`config.mk`:
```
export PLATFORM = sky130hd
export DESIGN_NAME = ask4_symbol_slicer
export DESIGN_NICKNAME = d
export VERILOG_FILES = /design/src/rtl/ask4_pkg.sv /design/src/rtl/ask4_ref_est.sv /design/src/rtl/ask4_symbol_slicer.sv
export SDC_FILE = /design/constraint.sdc
export NUM_CORES = 1
export LEC_CHECK = 0
export ABC_AREA = 1
export BUFFER_PORTS_ARGS = -buffer_cell sky130_fd_sc_hd__buf_2
export CAP_MARGIN = 20
export CORE_MARGIN = 4
export CORE_UTILIZATION = 65
export CTS_CLUSTER_SIZE = 16
export DETAILED_ROUTE_END_ITERATION = 12
export PLACE_DENSITY_LB_ADDON = 0.25
export SLEW_MARGIN = 20
export SYNTH_ARGS = -nofsm -noshare
export SYNTH_HDL_FRONTEND = slang
export SYNTH_SLANG_ARGS = --single-unit
export TNS_END_PERCENT = 20
```
`constraint.sdc`:
```
create_clock -name clk -period 4.8 [get_ports clk]
set_input_delay 0.96 -clock clk [delete_from_list [all_inputs] [get_ports clk]]
set_output_delay 0.96 -clock clk [all_outputs]
set_load 0.005 [all_outputs]
```
`src/rtl/ask4_pkg.sv`:
```
// Shared 4-ASK definitions: sample type, Gray symbol encoding and level-to-symbol mapping
// used by both the receive slicer and the transmit-side symbol mapper.
package ask4_pkg;

    typedef logic signed [17:0] sample_t;

    typedef enum logic [1:0] {
        GRAY_M3 = 2'b00,
        GRAY_M1 = 2'b01,
        GRAY_P1 = 2'b11,
        GRAY_P3 = 2'b10
    } ask_sym_t;

    localparam int S1P17_MAX = 131071;

    // Level index 0..3 runs from -3a up to +3a; adjacent levels differ in one bit.
    function automatic ask_sym_t gray_map(input logic [1:0] level);
        case (level)
            2'd0:    gray_map = GRAY_M3;
            2'd1:    gray_map = GRAY_M1;
            2'd2:    gray_map = GRAY_P1;
            2'd3:    gray_map = GRAY_P3;
            default: gray_map = GRAY_M3;
        endcase
    endfunction

endpackage

```
`src/rtl/ask4_ref_est.sv`:
```
// Reference-level estimator: block-averages the saturated magnitude of decision samples
// over 2^ACC_LOG2 symbols to produce the outer decision threshold.
module ask4_ref_est
    import ask4_pkg::*;
#(
    parameter int DATA_W   = 18,
    parameter int ACC_LOG2 = 7,
    parameter int INIT_REF = 65536
) (
    input  logic                     clk,
    input  logic                     reset,
    input  logic signed [DATA_W-1:0] x_i,
    input  logic                     dec_i,
    output logic [DATA_W-1:0]        ref_level_o,
    output logic                     ref_valid_o
);

    localparam int MAG_W = DATA_W - 1;
    localparam int ACC_W = MAG_W + ACC_LOG2;

    logic [DATA_W-1:0]   abs_s;
    logic [MAG_W-1:0]    mag_s;
    logic [ACC_W-1:0]    sum_s;
    logic                blk_end_s;
    logic [ACC_W-1:0]    acc_d, acc_q;
    logic [ACC_LOG2-1:0] cnt_d, cnt_q;
    logic [DATA_W-1:0]   ref_d, ref_q;
    logic                ref_valid_d, ref_valid_q;

    // Magnitude; only the most negative code negates onto itself, so its MSB flags saturation.
    always_comb begin
        if (x_i[DATA_W-1]) begin
            abs_s = DATA_W'(-x_i);
        end else begin
            abs_s = x_i;
        end
        if (abs_s[DATA_W-1]) begin
            mag_s = {MAG_W{1'b1}};
        end else begin
            mag_s = abs_s[MAG_W-1:0];
        end
    end

    // Accumulate at each decision; the block-closing sample is folded into the average.
    always_comb begin
        sum_s       = acc_q + {{ACC_LOG2{1'b0}}, mag_s};
        blk_end_s   = dec_i && (cnt_q == {ACC_LOG2{1'b1}});
        acc_d       = acc_q;
        cnt_d       = cnt_q;
        ref_d       = ref_q;
        ref_valid_d = ref_valid_q;
        if (blk_end_s) begin
            acc_d       = {ACC_W{1'b0}};
            cnt_d       = {ACC_LOG2{1'b0}};
            ref_d       = {1'b0, sum_s[ACC_W-1:ACC_LOG2]};
            ref_valid_d = 1'b1;
        end else if (dec_i) begin
            acc_d = sum_s;
            cnt_d = cnt_q + ACC_LOG2'(1);
        end else begin
            acc_d = acc_q;
        end
    end

    // Estimator state registers; reset discards any partial block.
    always_ff @(posedge clk) begin
        if (reset) begin
            acc_q       <= {ACC_W{1'b0}};
            cnt_q       <= {ACC_LOG2{1'b0}};
            ref_q       <= DATA_W'(INIT_REF);
            ref_valid_q <= 1'b0;
        end else begin
            acc_q       <= acc_d;
            cnt_q       <= cnt_d;
            ref_q       <= ref_d;
            ref_valid_q <= ref_valid_d;
        end
    end

    assign ref_level_o = ref_q;
    assign ref_valid_o = ref_valid_q;

endmodule

```
`src/rtl/ask4_symbol_slicer.sv`:
```
// 4-ASK symbol slicer: decimates at a latched sampling phase and slices to Gray symbols.
// Define ASK4_SLICER_ERR_EN to build the saturated decision-error output on err.
module ask4_symbol_slicer
    import ask4_pkg::*;
#(
    parameter int SPS      = 4,
    parameter int ACC_LOG2 = 7,
    parameter int DATA_W   = 18,
    parameter int INIT_REF = 65536
) (
    input  logic                     clk,
    input  logic                     reset,
    input  logic signed [DATA_W-1:0] x_in,
    input  logic [$clog2(SPS)-1:0]   ph_sel,
    output logic                     sym_valid,
    output logic [1:0]               sym,
    output logic [DATA_W-1:0]        ref_level,
    output logic                     ref_valid,
    output logic signed [DATA_W-1:0] err
);

    localparam int              PH_W     = $clog2(SPS);
    localparam logic [PH_W-1:0] CNT_LAST = PH_W'(SPS - 1);

    logic [PH_W-1:0]          cnt_d, cnt_q;
    logic [PH_W-1:0]          ph_d, ph_q;
    logic                     dec_s;
    logic [DATA_W-1:0]        ref_level_s;
    logic                     ref_valid_s;
    logic signed [DATA_W-1:0] r_s, neg_r_s;
    logic [1:0]               level_s;
    ask_sym_t                 sym_d, sym_q;
    logic                     sym_valid_d, sym_valid_q;

    ask4_ref_est #(
        .DATA_W   (DATA_W),
        .ACC_LOG2 (ACC_LOG2),
        .INIT_REF (INIT_REF)
    ) u_ref_est (
        .clk         (clk),
        .reset       (reset),
        .x_i         (x_in),
        .dec_i       (dec_s),
        .ref_level_o (ref_level_s),
        .ref_valid_o (ref_valid_s)
    );

    // Phase is only re-latched at the window end so a change can never add a second decision.
    always_comb begin
        cnt_d = cnt_q + PH_W'(1);
        if (cnt_q == CNT_LAST) begin
            ph_d = ph_sel;
        end else begin
            ph_d = ph_q;
        end
        dec_s = (cnt_q == ph_q);
    end

    // Decision regions; ties resolve to the higher level.
    always_comb begin
        r_s     = $signed(ref_level_s);
        neg_r_s = -r_s;
        if (x_in >= r_s) begin
            level_s = 2'd3;
        end else if (!x_in[DATA_W-1]) begin
            level_s = 2'd2;
        end else if (x_in >= neg_r_s) begin
            level_s = 2'd1;
        end else begin
            level_s = 2'd0;
        end
    end

    // Symbol output next state: capture at the decision instant, hold otherwise.
    always_comb begin
        sym_d       = sym_q;
        sym_valid_d = 1'b0;
        if (dec_s) begin
            sym_d       = gray_map(level_s);
            sym_valid_d = 1'b1;
        end else begin
            sym_d = sym_q;
        end
    end

    // Phase counter, latched phase and symbol output registers.
    always_ff @(posedge clk) begin
        if (reset) begin
            cnt_q       <= {PH_W{1'b0}};
            ph_q        <= {PH_W{1'b0}};
            sym_q       <= GRAY_M3;
            sym_valid_q <= 1'b0;
        end else begin
            cnt_q       <= cnt_d;
            ph_q        <= ph_d;
            sym_q       <= sym_d;
            sym_valid_q <= sym_valid_d;
        end
    end

    assign sym_valid = sym_valid_q;
    assign sym       = sym_q;
    assign ref_level = ref_level_s;
    assign ref_valid = ref_valid_s;

`ifdef ASK4_SLICER_ERR_EN
    localparam int EW = DATA_W + 2;
    localparam logic signed [EW-1:0] ERR_MAX = {3'b000, {(DATA_W-1){1'b1}}};
    localparam logic signed [EW-1:0] ERR_MIN = {3'b111, {(DATA_W-1){1'b0}}};

    logic signed [EW-1:0]     r_w_s, half_s, ideal_s, diff_s;
    logic signed [DATA_W-1:0] err_d, err_q;

    // Two guard bits: ideal reaches 1.5*R and the difference can span twice full scale.
    always_comb begin
        r_w_s  = {{2{r_s[DATA_W-1]}}, r_s};
        half_s = r_w_s >>> 1;
        case (level_s)
            2'd3:    ideal_s = r_w_s + half_s;
            2'd2:    ideal_s = half_s;
            2'd1:    ideal_s = -half_s;
            2'd0:    ideal_s = -r_w_s - half_s;
            default: ideal_s = {EW{1'b0}};
        endcase
        diff_s = {{2{x_in[DATA_W-1]}}, x_in} - ideal_s;
        err_d  = err_q;
        if (!dec_s) begin
            err_d = err_q;
        end else if (diff_s > ERR_MAX) begin
            err_d = ERR_MAX[DATA_W-1:0];
        end else if (diff_s < ERR_MIN) begin
            err_d = ERR_MIN[DATA_W-1:0];
        end else begin
            err_d = diff_s[DATA_W-1:0];
        end
    end

    // Error register, updated in step with the symbol.
    always_ff @(posedge clk) begin
        if (reset) begin
            err_q <= {DATA_W{1'b0}};
        end else begin
            err_q <= err_d;
        end
    end

    assign err = err_q;
`else
    assign err = {DATA_W{1'b0}};
`endif

endmodule

```
# Yosys cells after proc, flatten, opt, wreduce, memory -nomap -nowiden
# Index checks and enable logic that the tools add are counted.
totals:
  regBits: 56
  in_bits: 22
op_classes:
  add_sub_neg: 5
  n_lt_le_gt_ge: 2
  n_eq_ne: 6
  n_mux: 7
  reduce_logical: 3
ops:
  columns: ["op", "n"]
  rows:
  - ["18-bit greater-or-equal comparator", 2]
  - ["24-bit by 17-bit adder with 24-bit output", 1]
  - ["18-bit 2-to-1 mux", 1]
  - ["17-bit negator with 18-bit output", 1]
  - ["18-bit negator", 1]
  - ["17-bit 2-to-1 mux", 1]
  - ["2-bit one-hot mux with 4 select lines", 1]
  - ["7-bit by 1-bit adder with 7-bit output, second input constant", 1]
  - ["7-bit equality test, second input constant", 1]
  - ["2-bit equality test, second input constant", 3]
  - ["2-bit 2-to-1 mux", 2]
  - ["2-bit by 1-bit adder with 2-bit output, second input constant", 1]
  - ["2-bit by 1-bit equality test with 1-bit output, second input constant", 1]
  - ["2-bit equality test", 1]
  - ["2-bit logical NOT", 1]
  - ["1-bit 2-to-1 mux", 2]
  - ["2-bit OR reduction", 1]
  - ["1-bit logical AND", 1]

# Logic depth before layout (Yosys ltp)
# Gate-level depths: netlist of run 1.
depth:
  ltp_word: 7
  ltp_mapped: 22
  mapped_depth_nobuf: 22

# By module
# A second synthesis of run 1 with hierarchy kept.
hier_totals:
  hier_cells: 901
  area_unflattened_um2: 5539.1
modules_own_cells:
  columns: ["mod", "instances", "cells_each", "area_each_um2", "seq_area_each_um2"]
  rows:
  - ["ask4_ref_est", 1, 641, 3843.7, 980.9]
  - ["ask4_symbol_slicer", 1, 260, 1695.4, 140.1]

# Worst setup path before layout of run 1
# Ideal clock, no wire load.
synth_path:
  kind: "input -> register"
  start: "input port x_in[8]"
  end: "register u_ref_est.acc_q[14]"
  setup_time_ps: 109
  arrival_ps: 3309
  setup_slack_ps: 1382
  path_stages: 18
  path_cell_list: "nor2_1 nand2_1 nor4_1 nand4_1 buf_2 nand2_1 ha_1 inv_1 fa_1 inv_1 nand3_1 nand2_1 a21oi_1 o21ai_0 xnor2_1 nand2_1 nand2_1 inv_1"
synth_via:
  elab_chain_cells: 4
synth_lines:
  columns: ["item", "line_no", "rtl"]
  rows:
  - ["from (decl)", "ask4_symbol_slicer.sv:13", "input logic signed [DATA_W-1:0] x_in,"]
  - ["18-bit negator", "ask4_ref_est.sv:33", "abs_s = DATA_W'(-x_i);"]
  - ["18-bit 2-to-1 mux *", "ask4_ref_est.sv:32", "if (x_i[DATA_W-1]) begin"]
  - ["17-bit 2-to-1 mux *", "ask4_ref_est.sv:37", "if (abs_s[DATA_W-1]) begin"]
  - ["24-bit by 17-bit adder with 24-bit output *", "ask4_ref_est.sv:46", "sum_s = acc_q + {{ACC_LOG2{1'b0}}, mag_s};"]
  - ["to (signal assigned)", "ask4_ref_est.sv:68", "acc_q <= {ACC_W{1'b0}};"]
  - ["to (decl)", "ask4_ref_est.sv:25", "logic [ACC_W-1:0] acc_d, acc_q;"]
# Every way passes the cells marked *; elsewhere a longest branch is shown, timed or not.
# A chain may end at the register's enable or synchronous reset.

# Worst setup path after layout of run 1
layout_path:
  start: "input port x_in[8]"
  end: "register u_ref_est.ref_q[3], in the netlist u_ref_est.ref_level_o[3]"
layout_via:
  elab_chain_cells: 4
layout_lines:
  columns: ["item", "line_no", "rtl"]
  rows:
  - ["18-bit negator", "ask4_ref_est.sv:33", null]
  - ["18-bit 2-to-1 mux *", "ask4_ref_est.sv:32", null]
  - ["17-bit 2-to-1 mux *", "ask4_ref_est.sv:37", null]
  - ["24-bit by 17-bit adder with 24-bit output *", "ask4_ref_est.sv:46", null]
  - ["to (signal assigned)", "ask4_ref_est.sv:70", "ref_q <= DATA_W'(INIT_REF);"]
  - ["to (signal assigned)", "ask4_ref_est.sv:75", "ref_q <= ref_d;"]
  - ["to (decl)", "ask4_ref_est.sv:27", "logic [DATA_W-1:0] ref_d, ref_q;"]
# Marks and branches as above.

==> results of run 1 <==
-- power by group through the flow --
stage / registers, mW / logic [mW] / clock network (mW)
floorplan: 0.558 / 0.518 / 0
global placement: 0.568 / 0.651 / 0
detailed placement: 0.569 / 0.672 / 0
CTS: 0.560 / 0.675 / 0.270
global route: 0.567 / 0.776 / 0.294
finish: 0.561 / 0.687 / 0.268
-- flip-flops by register name, indices dropped and copies added (netlist names) --
signal	cells
u_ref_est.acc_q	24
u_ref_est.ref_level_o	17
u_ref_est.cnt_q	7
cnt_q	2
ph_q	2
sym	2
sym_valid	1
u_ref_est.ref_valid_o	1
-- critical path: stages --
cell and delay, ns:
buf_2 0.14, nor2_1 0.28, nand2_1 0.10, nor4_1 0.20, nand4_1 0.30, nand2_1 0.22
ha_1 0.22, inv_1 0.08, fa_1 0.39, inv_1 0.14, nand3_1 0.09, nand2_1 0.19
a21oi_1 0.20, o21ai_0 0.31, xor2_1 0.23, nand2_1 0.08, o21ai_0 0.09
-- Yosys cell counts (5+ instances only) --
library cell | number | area, sq um
a21oi_1 | 48 | 240
buf_2 | 11 | 55.1
buf_4 | 19 | 143
dfxtp_1 | 56 | 1120
ha_1 | 55 | 688
inv_1 | 120 | 450
nand2_1 | 216 | 811
nand3_1 | 43 | 215
nand4_1 | 22 | 138
nor2_1 | 81 | 304
nor3_1 | 11 | 55.1
nor4_1 | 5 | 31.3
o211ai_1 | 5 | 37.5
o21ai_0 | 44 | 220
o22ai_1 | 5 | 31.3
or2_2 | 6 | 37.5
xnor2_1 | 11 | 96.3
xor2_1 | 26 | 228
-- cell usage in the layout, fill, tap and decap left out, types with 2 or more instances in the layout --
cell type and count:
clkbuf_8 5, inv_1 120, nor2_2 2, buf_2 42
nand4_1 22, xor2_1 26, o211ai_1 5, dfxtp_1 56
nor3_1 11, buf_4 3, or2_2 6, o21bai_1 3
nand3b_1 4, nor4_1 5, nor2_1 81, xnor2_1 11
ha_1 55, nand3_1 43, o21ai_0 44, nand2_1 216
conb_1 19, nand2_2 4, o22ai_1 5, o21a_1 2
a21o_1 3, a31oi_1 3, a21oi_1 48
-- final cells by class --
cell class                 instances  share of cell area, %
clock buffer                       5                   1.25
clock inverter                     3                  0.410
inverter                         121                   8.28
multi-input combinational        627                   63.1
sequential                        56                   20.4
tap                              102                   2.33
timing repair buffer              45                   4.24
-- cells by family (layout without fill, tap and decap cells) --
| kind of cell | Yosys count | after routing |
|---|---|---|
| simple gates | 400 | 400 |
| buf+inv | 155 | 174 |
| compound gates | 115 | 115 |
| fa+ha+maj | 56 | 56 |
| flops | 56 | 56 |
| xor+xnor | 37 | 37 |
| other cells | 1 | 19 |
-- layer usage --
metal,global-route usage [%],up-vias,wire [microns]
li1,-,2683,-
met1,38.0,2457,6230
met2,49.8,212,6520
met3,3.23,39,942
met4,11.4,0,505
met5,0,-,0
-- stage by stage --
| stage | setup WS, ns | utilization, % | instance area [sq um] | power [mW] | std cells |
|---|---|---|---|---|---|
| final | 0.795 | 71.0 | 5490 | 1.52 | 959 |
| after detailed placement | 0.527 | 69.8 | 5400 | 1.24 | 951 |
| after global placement | 0.548 | 69.8 | 5400 | 1.22 | 951 |
| after global routing | 0.480 | 71.0 | 5490 | 1.64 | 959 |
| after CTS | 0.830 | 71.0 | 5490 | 1.51 | 959 |
| after floorplan | 1.38 | - | 5250 | 1.08 | 838 |
-- final timing paths --
| path | start | to | cells after the start |
|---|---|---|---|
| max | x_in[8] | u_ref_est.ref_level_o[3] | 17 |
| min reg2reg | u_ref_est.ref_valid_o | u_ref_est.ref_valid_o | 2 |
| min | u_ref_est.ref_valid_o | u_ref_est.ref_valid_o | 2 |
| max reg2reg | u_ref_est.ref_level_o[1] | sym[0] | 19 |
==> metrics.txt, run 1 <==
cell count after synthesis 820; Psw 655 uW; final hold violation count 0; fin crit share 83.4%; Final Max Tran Viols 0; power per cell area 276 nW/um^2; Nets 934; clock sink total 56; Clock Tree Root clkbuf_8; Crit. End Element flop; post-CTS setup repair buffer count 0; register area 1120 sq um; area occupied by multi-input gates 3460 sq um; final wirelength 14200 microns; Main synth FF type dfxtp_1; H-tree depth 2; synthesized area 5180 sq um; logic gate share of total power 45.3%; die width 97.3 microns; unrepaired setup endpoints after global routing no; Worst slew margin 35.3%; P_int 861 uW; setup slack, reg-to-reg 1.62 ns; first-pass GRT wire length 23100 microns; DRC 0; Sw Share 43.2%; Critical Path RT 5.02 ns; average cell area after synthesis 6.32 sq um; HPWL after detailed placement 11500 microns; number of I/O pins 62; initial antenna violation count 0; EDFF count, synth 0; Pre-antenna DRT Iters 5; Routed WL per cell 14.8 microns; gpl congestion 1.03; Worst-path clk slew 0.10 ns; Clk pwr share 17.7%; main combinational cell family by area after synthesis simple AND/OR/NAND/NOR gates; WS Path Type in -> reg; vias in the first global route 5064; Yosys Warn Count 0; CP max FO 7; Layout Skew 0.0103 ns; total CTS buffers 5; Core Area 7730 sq um; Synth Area in XOR/XNOR 6.26%; Post-Synth Adder-Cell Area 13.7%; fmax 250 MHz; cts hold-fix bufs 0; Area Overhead vs Synth 5.92%; Hold WS 0.464 ns; largest net degree at the start of global routing 38; status complete, no violations; PostCTS Resize Cnt 0; post-synthesis mux area share 0%; Leak Pwr 2.96 nW; setup TNS 0 ns; Synth async-reset ratio 0%; starting density of the core 67.0%; # fillers 663; maximum VDD drop 177 uV; antenna diode instance count 0; Remaining Overflow, GRT 0; GRT Overall Usage 29.3%; Die Span Y 97.3 microns; number of max-cap violations 0; Post-DRT Antenna Nets 0; port bufs 42; layout cells sized above 1 8.28%; Seq/Total Area, Yosys 21.6%; worst hold path class reg -> reg; row count 32; #FFs+latches synth 56; simple-gate share of the synthesized area 33.5%; CP Data Arrival Time 4.22 ns; clk_lat worst skew 0.32 ns; DRT iter0 DRCs 370; die area 9460 sq um; total number of vias 5391; CTS tree yes; final setup vio count 0; clock tree buffer depth 2; sequential power share 37.0%; via density per instance 5.62; Period minus WS final 4.01 ns; Worst Tran Pin Value 0.969 ns; complex-gate fraction of the synthesized area 12.0%; Worst setup SP type input port; post-synth cell types 37
Note: power is estimated with default switching activity, not from simulation.
==> run 2: changes to the inputs <==
Settings changed: CORE_UTILIZATION 65 to 54.
Clock period 4.8 ns to 3.5 ns, I/O delays scaled along.
==> run 2 against run 1 <==
Critical path depth is 4 higher. Critical path type unchanged. Sequential share of layout area down 2.1 points. Total power increased by 56%. Largest cell class unchanged.
==> metrics.txt, run 2 (synthesis results as in run 1) <==
power per cell area 388 nW/um^2 (+40%); Worst-path clk slew 0.11 ns (about the same); CP max FO 4 (-3); Period minus WS final 3.30 ns; HPWL after detailed placement 12500 microns (+8.7%); Worst Tran Pin Value 0.564 ns (-0.406 ns); worst hold path class reg -> reg; GRT Overall Usage 27.3% (-2.0 points); die area 11200 sq um (+19%); clock sink total 56 (unchanged); Pre-antenna DRT Iters 5 (unchanged); first-pass GRT wire length 24900 microns (+7.8%); Worst Setup SP x_in[3]; fin crit share 94.2%; layout cells sized above 1 16.1% (+7.8 points); port bufs 42 (unchanged); setup TNS 0 ns (unchanged); initial antenna violation count 0 (unchanged); fin area 6110 sq um (+11%); vias in the first global route 5367 (+6.0%); antenna diode instance count 0 (unchanged); maximum VDD drop 250 uV (+41%); CP Data Arrival Time 3.51 ns (-0.71 ns); most common cell after layout, fill and taps aside nand2_1; Core Area 9280 sq um (+20%); Nets 1005 (+7.6%); via density per instance 5.25 (-6.5%); largest net degree at the start of global routing 37 (-2.6%); Layout Skew 0.00854 ns (-0.00176 ns); commonest cells after routing, fill and taps aside nand2_1, inv_1, nor2_1; Post-DRT Antenna Nets 0 (unchanged); Crit. End Element flop; starting density of the core 55.8% (-11 points); row count 35 (+9.4%); Power Total 2.37 mW (+56%); Critical Path RT 3.71 ns (-1.31 ns); Hold WS 0.454 ns (-0.00987 ns); H-tree depth 2 (unchanged); dpl cell area 5950 sq um (+10%); DRC 0 (unchanged); r2r endpoint sym[0]; hold path depth 2 (unchanged); final hold violation count 0 (unchanged); die width 106 microns (+8.9%); hold path start u_ref_est.ref_valid_o; Hold Path Sink u_ref_est.ref_valid_o; clock tree buffer depth 2 (unchanged); total CTS buffers 5 (unchanged); final wirelength 15300 microns (+8.0%); worst reg2reg path depth 19 (unchanged); number of I/O pins 62 (unchanged); status complete, no violations; Worst slew margin 62.3% (+27 points); DRT iter0 DRCs 367 (-0.81%); CTS tree yes; Remaining Overflow, GRT 0 (unchanged); number of max-cap violations 0 (unchanged); clk_lat worst skew 0.32 ns (about the same); Worst setup SP type input port; Area Overhead vs Synth 18.0%; Final Max Tran Viols 0 (unchanged); Largest Register u_ref_est.acc_q; Routed WL per cell 14.5 microns (-2.1%); worst r2r src u_ref_est.ref_level_o[1]; unrepaired setup endpoints after global routing yes; gpl congestion 0.969 (-6.1%); max FFs per register 24 (unchanged); final setup vio count 0 (unchanged); fmax 303 MHz; Clock Tree Root clkbuf_8; WS Path Type in -> reg; Die Span Y 106 microns (+8.9%); Leak Pwr 3.32 nW (+12%); total number of vias 5553 (+3.0%); setup slack, reg-to-reg 0.36 ns (-1.26 ns)
==> run 2: through the flow <==
stage,cells,util (%),setup slack [ns]
floorplan,838,-,0.342
global placement,1048,64.1,-0.141
detailed placement,1048,64.1,-0.182
CTS,1056,65.3,0.116
global route,1057,65.8,-0.0348
finish,1057,65.8,0.204
==> run 2: worst max-delay path by stage <==
stage	to	slack (ns)	cells past startpoint
2_1_floorplan	u_ref_est.acc_q[14]	0.34	18
3_3_place_gp	u_ref_est.acc_q[13]	-0.14	22
6_report	u_ref_est.ref_level_o[10]	0.20	21
3_5_place_dp	u_ref_est.acc_q[15]	-0.18	22
4_1_cts	u_ref_est.acc_q[13]	0.12	23
5_1_grt	u_ref_est.acc_q[18]	-0.03	19
==> run 2: worst max-delay path: stages <==
cell,delay (ns)
buf_2,0.11
inv_1,0.06
nand2_1,0.13
nor2_1,0.13
nand3_1,0.20
nor3_2,0.22
nand2_1,0.09
nand2_1,0.08
or2_2,0.10
nand3_1,0.09
ha_1,0.32
buf_4,0.12
nand2_1,0.10
nor2_1,0.18
inv_1,0.09
nor2_1,0.17
nand4_1,0.16
nand4_1,0.15
nand2_1,0.12
nand2_1,0.09
o21ai_0,0.07
==> run 2: cell type report <==
class,count,area [sq um]
Timing Repair Buffer,116,766
Fill cell,897,3170
Clock inverter,2,38.8
Clock buffer,6,72.6
Multi-Input combinational cell,627,3500
Inverter,121,454
Sequential cell,56,1120
Tap cell,129,161
==> run 2: power breakdown <==
part,switching (mW),internal (mW),leakage [nW],total [mW]
logic,0.662,0.489,2.81,1.15
clock network,0.235,0.217,0.0558,0.452
registers,0.0524,0.713,0.459,0.765
==> run 2: what timing repair did <==
action                                  CTS  global route
hold buffers                              0             0
endpoints found under the hold margin     0             0
gates resized for setup                   0            10
endpoints found under the setup margin    0            25
buffers inserted                          0             1
==> run 2: layer usage <==
metal / up-vias / global-route usage [%] / wire, microns
met5: - / 0 / 0
li1: 2819 / - / -
met1: 2532 / 34.5 / 6860
met4: 0 / 10.9 / 469
met3: 43 / 3.22 / 711
met2: 159 / 47.4 / 7280
==> run 3: changes to the inputs <==
Settings changed: CORE_UTILIZATION 54 to 65.
Clock period 3.5 ns to 3.9 ns, I/O delays scaled along.
==> run 3 against run 2 <==
Total power decreased by 21%. Highest routed layer unchanged. Cell count is 9.0% lower. Non-clock buffer count decreased by 68. Die area decreased by 16%. Combinational power is 27% lower. Worst hold slack better by 0.012 ns. Flip-flop and latch count stayed put. Critical path depth shrank 3. Critical endpoint is now u_ref_est.ref_level_o[5]. Sequential power down 9.4%. Largest power group unchanged. Sequential share of layout area is 2.0 points higher. Global-route usage is 3.3 points higher.
==> metrics.txt, run 3 (synthesis results as in run 1) <==
DRT iter0 DRCs 288 (-22%); r2r endpoint sym[0]; uppermost routed layer met4; largest net degree at the start of global routing 38 (+2.7%); Core Area 7730 sq um (-17%); dpl ws -0.0667 ns (+0.116 ns); unrepaired setup endpoints after global routing no; clk_lat worst skew 0.32 ns (about the same); final hold violation count 0 (unchanged); met1 WL 6250 microns (-9.0%); CP max FO 6 (+2); fmax 275 MHz; Worst-path clk slew 0.11 ns (about the same); Area Overhead vs Synth 6.62%; Remaining Overflow, GRT 0 (unchanged); GRT Overall Usage 30.7% (+3.3 points); HPWL after detailed placement 11800 microns (-5.8%); Worst Tran Pin Value 1.01 ns (+0.443 ns); Post-DRT Antenna Nets 0 (unchanged); Crit-path slowest cell fa_1; die area 9460 sq um (-16%); CP bufs+invs 3 (-1); logic gate share of total power 44.9% (-3.7 points); post-CTS setup repair buffer count 0 (unchanged); worst reg2reg path depth 19 (unchanged); worst hold path class reg -> reg; WS Path Type in -> reg; sequential power share 36.9% (+4.6 points); row count 32 (-8.6%); Clock Tree Root clkbuf_8; Clk pwr share 18.3% (-0.8 points); port bufs 42 (unchanged); final setup vio count 0 (unchanged); via density per instance 5.56 (+5.9%); Worst slew margin 32.8% (-29 points); Crit. End Element flop; total CTS buffers 5 (unchanged); Pre-antenna DRT Iters 5 (unchanged); number of max-cap violations 0 (unchanged); clock tree buffer depth 2 (unchanged); total number of vias 5350 (-3.7%); setup slack, reg-to-reg 0.73 ns (+0.37 ns); Die Span Y 97.3 microns (-8.2%); hold path start u_ref_est.ref_valid_o; Largest Register u_ref_est.acc_q; initial antenna violation count 0 (unchanged); worst r2r src u_ref_est.ref_level_o[0]; Nets 937 (-6.8%); CP cell instances buf_2, nor2_2, nand2_1, nor4_1, nand4_1, nand2_1, ha_1, inv_1, fa_1, inv_1, nand3_1, nand2_1, nand2_1, nand3_1, a21oi_1, xnor2_1, nand2_1, o21ai_0; Hold WS 0.466 ns (+0.0116 ns); max incr delay on CP 0.39 ns (+0.07 ns); Psw 813 uW (-14%); setup TNS 0 ns (unchanged); Finished Core Util 71.5% (+5.6 points); Sw Share 43.3% (+3.2 points); Final Max Tran Viols 0 (unchanged); P_int 1.07 mW (-25%); Most Frequent Cell on Critical Path nand2_1; starting density of the core 67.0% (+11 points); power per cell area 340 nW/um^2 (-12%); commonest cells after routing, fill and taps aside nand2_1, inv_1, nor2_1; first-pass GRT wire length 24300 microns (-2.5%); antenna diode instance count 0 (unchanged); die width 97.3 microns (-8.2%); worst setup margin 0.269 ns (+0.0650 ns); layout cells sized above 1 8.84% (-7.2 points); vias in the first global route 5277 (-1.7%); most common cell after layout, fill and taps aside nand2_1; # fillers 708 (-21%); Layout Skew 0.00543 ns (-0.00312 ns); Routed WL per cell 15.0 microns (+3.2%); final wirelength 14400 microns (-6.0%); clock sink total 56 (unchanged); gpl congestion 0.975 (+0.62%); CP Data Arrival Time 3.87 ns (+0.36 ns); CTS tree yes; Critical Path RT 4.14 ns (+0.43 ns); CP top delay family simple AND/OR/NAND/NOR gates; Period minus WS final 3.63 ns; H-tree depth 2 (unchanged); Worst setup SP type input port; DRC 0 (unchanged); wire length on met2 6940 microns (-4.7%); Leak Pwr 2.97 nW (-10%); status complete, no violations; maximum VDD drop 242 uV (-3.2%); Power Total 1.88 mW (-21%); fin crit share 93.1%; max FFs per register 24 (unchanged); hold path depth 2 (unchanged); number of I/O pins 62 (unchanged); met3 wire len 921 microns (+30%); Hold Path Sink u_ref_est.ref_valid_o
-- run 3: cell count changes in the layout (fill, tap and decap cells not counted), sizes merged --
cell / before / now
clkbuf: 6 / 5
bufinv: 1 / 0
clkinvlp: 0 / 1
buf: 116 / 48
clkinv: 0 / 1
-- run 3: worst max path at each step --
stage,from,to,slack (ns),cells past startpoint
final,x_in[8],u_ref_est.ref_level_o[5],0.27,18
after CTS,x_in[7],u_ref_est.acc_q[14],0.25,18
after global routing,x_in[8],u_ref_est.ref_level_o[3],0.02,17
after detailed placement,x_in[7],u_ref_est.acc_q[14],-0.07,18
after global placement,x_in[9],u_ref_est.acc_q[14],-0.19,18
after floorplan,x_in[8],u_ref_est.acc_q[14],0.66,18
-- run 3: power by group through the flow --
stage | sequential (mW) | combinational [mW] | clock [mW]
floorplan | 0.687 | 0.637 | 0
global placement | 0.700 | 0.805 | 0
detailed placement | 0.703 | 0.828 | 0
CTS | 0.691 | 0.831 | 0.344
global route | 0.699 | 0.952 | 0.374
finish | 0.693 | 0.843 | 0.343
-- run 3: what timing repair did --
| action | in CTS | in global routing |
|---|---|---|
| endpoints found under the hold margin | 0 | 0 |
| setup endpoints to repair | 0 | 4 |
| gates resized for setup | 0 | 2 |
| hold buffers | 0 | 0 |
-- run 3: worst reg2reg max path, cell delays in order, from the launching register on --
cell and delay (ns):
dfxtp_1 0.34, inv_1 0.12, ha_1 0.20, nand3_1 0.14, nor3_2 0.27, nand4_1 0.21
nor2_1 0.20, nand3_1 0.11, xor2_1 0.17, ha_1 0.28, nand2_1 0.07, nor2_1 0.14
nand2_1 0.13, nor2_1 0.18, nand2_1 0.13, nand3_1 0.10, nand2_1 0.05, nand3_1 0.08
nand2_1 0.07, a21oi_1 0.12
-- run 3: routing by layer --
layer  vias to the layer above  GRT usage [%]
met1                      2443           38.3
li1                       2692              -
met5                         -              0
met2                       183           55.4
met4                         0           9.27
met3                        32           3.23
-- run 3: cell type report --
type | count | area [sq um] | area share, %
clock inverter | 3 | 27.5 | 0.498
tap | 102 | 128 | 2.31
timing repair buffer | 48 | 255 | 4.62
clock buffer | 5 | 68.8 | 1.25
inverter | 121 | 454 | 8.22
multi-input combinational | 627 | 3470 | 62.8
sequential | 56 | 1120 | 20.3
-- run 3: metrics by stage --
step	instances	cell area, sq um
after floorplan	838	5250
after global placement	954	5420
after detailed placement	954	5420
after CTS	962	5510
after global routing	962	5520
final	962	5520
